**config.mk**
```make
export PLATFORM = sky130hd
export DESIGN_NAME = pipe_reg_m_wb_elastic
export DESIGN_NICKNAME = d
export VERILOG_FILES = /design/src/rtl/pipe_reg_m_wb_elastic_pkg.sv /design/src/rtl/pipe_reg_m_wb_elastic_pipe_slot.sv /design/src/rtl/pipe_reg_m_wb_elastic.sv
export SDC_FILE = /design/constraint.sdc
export NUM_CORES = 1
export LEC_CHECK = 0
export CAP_MARGIN = 0
export CELL_PAD_IN_SITES_DETAIL_PLACEMENT = 0
export CELL_PAD_IN_SITES_GLOBAL_PLACEMENT = 2
export CORE_ASPECT_RATIO = 1.2
export CORE_MARGIN = 8
export CORE_UTILIZATION = 29
export DETAILED_ROUTE_END_ITERATION = 10
export PLACE_DENSITY_LB_ADDON = 0.25
export SYNTH_ARGS = -nofsm -noshare
export SYNTH_HDL_FRONTEND = slang
export SYNTH_SLANG_ARGS = --single-unit
```
**constraint.sdc**
```tcl
create_clock -name clk -period 1.8 [get_ports clk]
set_clock_uncertainty 0.2 [all_clocks]
set_input_delay 0.36 -clock clk [delete_from_list [all_inputs] [get_ports clk]]
set_output_delay 0.36 -clock clk [all_outputs]
set_load 0.005 [all_outputs]
```
**src/rtl/pipe_reg_m_wb_elastic_pkg.sv**
```systemverilog
// Shared widths and payload layout for the MEM->WB elastic pipeline register.
// Payload packing, MSB first: {reg_write, mem_to_reg, alu_result, data_load, dst}.
package pipe_reg_m_wb_elastic_pkg;

  localparam int DATA_W_DEF     = 32;
  localparam int REG_ADDR_W_DEF = 5;

  function automatic int wb_payload_w(input int data_w, input int reg_addr_w);
    return 2 + 2 * data_w + reg_addr_w;
  endfunction

  function automatic int alu_lsb(input int data_w, input int reg_addr_w);
    return reg_addr_w + data_w;
  endfunction

  function automatic int load_lsb(input int reg_addr_w);
    return reg_addr_w;
  endfunction

endpackage

```
**src/rtl/pipe_reg_m_wb_elastic_pipe_slot.sv**
```systemverilog
// One storage entry of the elastic register: a valid flag plus a W-bit payload.
// clear has priority over load; the payload holds its value when cleared.
module pipe_slot #(
  parameter int W = 8
) (
  input  logic         clk,
  input  logic         rst,
  input  logic         load,
  input  logic         clear,
  input  logic [W-1:0] d,
  output logic         valid,
  output logic [W-1:0] q
);

  // NOTE: the payload is reset as well as valid, so every output reads 0 while in reset.
  always_ff @(posedge clk or negedge rst) begin
    if (!rst) begin
      valid <= 1'b0;
      q     <= '0;
    end else if (clear) begin
      valid <= 1'b0;
    end else if (load) begin
      valid <= 1'b1;
      q     <= d;
    end
  end

endmodule

```
**src/rtl/pipe_reg_m_wb_elastic.sv**
```systemverilog
// MEM->WB pipeline register with valid/ready handshake, 2-entry skid buffer,
// synchronous flush, r0 write suppression and a forwarding tap for the hazard unit.
module pipe_reg_m_wb_elastic
  import pipe_reg_m_wb_elastic_pkg::*;
#(
  parameter int DATA_W     = DATA_W_DEF,
  parameter int REG_ADDR_W = REG_ADDR_W_DEF,
  parameter int ZERO_GUARD = 1
) (
  input  logic                  clk,
  input  logic                  rst,
  input  logic                  flush,
  input  logic                  in_valid,
  output logic                  in_ready,
  input  logic                  in_reg_write,
  input  logic                  in_mem_to_reg,
  input  logic [DATA_W-1:0]     in_alu_result,
  input  logic [DATA_W-1:0]     in_data_load,
  input  logic [REG_ADDR_W-1:0] in_dst,
  output logic                  out_valid,
  input  logic                  out_ready,
  output logic                  out_reg_write,
  output logic                  out_mem_to_reg,
  output logic [DATA_W-1:0]     out_alu_result,
  output logic [DATA_W-1:0]     out_data_load,
  output logic [REG_ADDR_W-1:0] out_dst,
  output logic [DATA_W-1:0]     out_wb_data,
  output logic                  fwd_valid,
  output logic [REG_ADDR_W-1:0] fwd_dst,
  output logic [DATA_W-1:0]     fwd_data
);

  localparam int PW       = wb_payload_w(DATA_W, REG_ADDR_W);
  localparam int RW_BIT   = PW - 1;
  localparam int M2R_BIT  = PW - 2;
  localparam int ALU_LSB  = alu_lsb(DATA_W, REG_ADDR_W);
  localparam int LOAD_LSB = load_lsb(REG_ADDR_W);

  logic          h_valid, s_valid;
  logic [PW-1:0] h_q, s_q, h_d, in_payload;
  logic          h_load, h_clear, s_load, s_clear;
  logic          accept, pop, guarded_rw;

  // Guard is applied at capture so a stored r0 beat can never assert a write.
  assign guarded_rw = (ZERO_GUARD != 0) ? (in_reg_write & (in_dst != '0)) : in_reg_write;
  assign in_payload = {guarded_rw, in_mem_to_reg, in_alu_result, in_data_load, in_dst};

  // Ready depends only on registered state, never on out_ready.
  assign in_ready = rst & ~s_valid;
  assign accept   = in_valid & in_ready;
  assign pop      = h_valid & out_ready;

  // NOTE: every signal gets a default at the top of always_comb so no latch is inferred.
  always_comb begin
    h_load  = 1'b0;
    h_clear = 1'b0;
    s_load  = 1'b0;
    s_clear = 1'b0;
    h_d     = in_payload;
    if (flush) begin
      h_clear = 1'b1;
      s_clear = 1'b1;
    end else if (!h_valid || (pop && !s_valid)) begin
      h_load  = accept;
      h_clear = ~accept;
    end else if (pop) begin
      h_load  = 1'b1;
      h_d     = s_q;
      s_clear = 1'b1;
    end else begin
      s_load  = accept;
    end
  end

  pipe_slot #(.W(PW)) u_head (
    .clk(clk), .rst(rst), .load(h_load), .clear(h_clear),
    .d(h_d), .valid(h_valid), .q(h_q)
  );

  pipe_slot #(.W(PW)) u_skid (
    .clk(clk), .rst(rst), .load(s_load), .clear(s_clear),
    .d(in_payload), .valid(s_valid), .q(s_q)
  );

  assign out_valid      = h_valid;
  assign out_reg_write  = h_valid & h_q[RW_BIT];
  assign out_mem_to_reg = h_q[M2R_BIT];
  assign out_alu_result = h_q[ALU_LSB +: DATA_W];
  assign out_data_load  = h_q[LOAD_LSB +: DATA_W];
  assign out_dst        = h_q[REG_ADDR_W-1:0];
  assign out_wb_data    = out_mem_to_reg ? out_data_load : out_alu_result;

  assign fwd_valid = out_valid & out_reg_write;
  assign fwd_dst   = out_dst;
  assign fwd_data  = out_wb_data;

endmodule

```
==> reports/qor.yml <==
run_status:
  status: "complete, but fails checks"
  violations: "negative setup slack"
clock_network:
  clk_latency_ns: 0.42
  clockBufferDepth: 2
  cts.reportedPaths.clkPinSlew_ns: 0.06
  ctsRootBufferMaster: "clkbuf_16"
  numCtsBuffers: 17
  tritoncts: "yes"
  cts_sinks: 144
  htreeDepth: 4
logic_synthesis:
  netlist.area_leader.share_pct: 46.1
  synth_cells: 544
  netlist_area_um2: 7810
  ys_ff_latch: 144
  ys_warn_count: 0
  synth.largest_area_cell: "dfrtp_1"
  syn_nets: 620
  ys_seq_area_share_pct: 46.1
  synth_cell_types: 26
  syn_area_per_cell_um2: 14.4
  netlist_top_cells_area: "dfrtp_1 (46%), mux2_2 (25%), mux2_4 (13%)"
power_and_ir_drop:
  ir_drop_uv: 495
  powerDensity_nw_per_um2: 980
  p_total_mw: 12.0
  power.leakage_nw: 6.21
sta:
  slew_headroom_pct: 66.3
  fmax_mhz: 444
  rsz0062_at_grt: "true"
  hold_viol_final: 0
  setup_violations: 211
  fin_crit_sh_pct: 125
  layout_setup_ws_ns: -0.455
  worst_pin_slew_ns: 0.506
  period_minus_slack_ns: 2.25
  slew_viol_final: 0
finish:
  drive_gt1_share_pct: 59.4
  areaGrowthSynthToFinish_pct: 56.4
  finish.utilization_pct: 45.5
  n_fill_cell: 2404
  layoutNonFillerInstCount: 1139
  nNetsFinal: 863
floorplanning:
  rows: 66
  start_util_pct: 29.1
  top_level_ports: 219
  design.die.area_um2: 32500
  fp.dieH_um: 196
  fp.dieW_um: 166
  coreArea_um2: 26800
setup_path:
  ff2ff_path_depth: 8
  start_kind: "register"
  path_max_fanout: 4
  slowest_delay_ns: 0.44
  path_cells: "buf_12 > buf_8 > mux2_4 > buf_6 > buf_6"
  arrival_ns: 1.69
  worstSetupEndpointType: "primary output"
  path_class: "register to primary output"
  required_ns: 1.24
  path_common_cell: "buf_6"
  slowest_stage: "dfrtp_2"
detailed_routing:
  drt-wirelength-per-cell_um: 21.8
  drt_wl_total_mm: 24.9
  drtIter0Drc: 123
  vias: 5092
  viasPerCell: 4.47
  drc: 0
  antenna_left: 0
  drtPass1Iterations: 4
global_routing:
  grt_pass1_vias: 6046
  track_usage_pct: 15.4
  grt_overflow: 0
  grt_pass1_wl_mm: 38.5
  grt_max_degree: 71
  antenna_found_initial: 1
placement:
  port_buffers: 218
  placedCellCount: 1016
  gp_congestion: 0.695
  dp_slack_ns: -0.592
  dp_hpwl_mm: 13.9
run:
  maxCapViolCount: 0
hold_path:
  hp-class: "input pin to register"
  holdPathStages: 3
## per-stage QoR
step	setup TNS (ns)	hold WS (ns)	instance area (um2)
final	-66.73	0.142	12200
after global routing	-81.00	0.150	12200
after CTS	-69.07	0.125	12300
after detailed placement	-92.44	0.140	9870
after global placement	-87.91	0.140	9870
after floorplan	-11.17	-0.136	7830
## cells in the mapped netlist
cell type,number
a21oi_1,2
a31oi_1,1
and2_2,1
and2b_4,1
buf_12,7
buf_2,15
buf_4,107
buf_6,1
clkbuf_1,4
dfrtp_1,144
inv_1,3
mux2_2,174
mux2_4,68
mux2i_1,1
nand2_1,2
nand3b_1,2
nand4b_1,1
nor2b_1,1
nor2b_4,1
nor4_4,1
o211ai_1,1
o21ai_0,2
o41a_2,1
or2_2,1
or3b_1,1
or4_1,1
## final timing paths
path                               from  slack (ns)           end
max                        u_head.q[69]       -0.45  fwd_data[12]
min                                 rst        0.14  u_head.valid
max reg2reg                u_head.valid       -0.35  u_head.q[27]
min reg2reg                u_skid.q[38]        0.31  u_skid.q[38]
max in group asynchronous           rst        0.18  u_head.q[29]
min in group asynchronous           rst        0.31  u_skid.q[35]
## placed cells by master, fill, tap and decap left out, types with 3 or more instances in the layout
cell type        Yosys  routed
mux2_4              68     223
dfrtp_1            144     142
clkdlybuf4s50_1      0      73
dlygate4sd2_1        0      59
buf_4              107      55
buf_6                1      51
buf_12               7      36
clkdlybuf4s15_1      0      32
clkbuf_2             0      22
clkbuf_16            0      20
mux2_2             174      19
buf_2               15      10
buf_16               0       8
buf_8                0       5
clkinvlp_4           0       4
inv_1                3       3
inv_6                0       3
## routing by layer
metal / vias up / track usage (%) / routed length (um)
met5: - / 0 / 0
met4: 0 / 4.42 / 333
met3: 18 / 3.48 / 955
met2: 120 / 26.6 / 12700
met1: 2669 / 19.0 / 10900
li1: 2285 / - / -
## cells by family (layout without fill, tap and decap cells)
logic type      count (synthesis)  in the layout  synth area share [%]
mux                           243            243                  38.3
buf+inv                       137            390                  13.5
compound gates                  7              7                 0.593
flops                         144            144                  46.1
simple gates                   13             14                  1.44
other cells                     0              1                     0
## critical path: cells and delay by family, from the launching register on
kind     cells  cell delay (ns)
buf+inv      4             0.50
flops        1             0.44
mux          1             0.32
## state kept, by name, indices dropped and copies added (netlist names)
name / count
u_head.valid: 1
u_head.q: 71
u_skid.q: 71
u_skid.valid: 1
## area by class of cell
type	instances	area [um2]	share of cell area, %
tap	340	425	3.48
inverter	3	11.3	0.0922
sequential	144	3610	29.5
clock inverter	12	135	1.11
timing repair buffer	357	3840	31.5
clock buffer	18	429	3.51
antenna	1	2.50	0.0205
multi-input combinational	264	3760	30.8
## timing repair
item                                    4_1_cts  5_1_grt
hold buffers                                  1        0
resized for setup                           443      142
endpoints found under the setup margin      284      235
pin swaps                                     0        3
setup buffers                                68       21
gates cloned                                 25        3
endpoints found under the hold margin        36        0
## where the power goes
part | internal, mW | switching (mW) | total, mW
combinational | 2.84 | 1.35 | 4.20
sequential | 3.86 | 0.422 | 4.28
clock | 2.03 | 1.46 | 3.50
No activity file was read; power rests on OpenSTA's default activity.
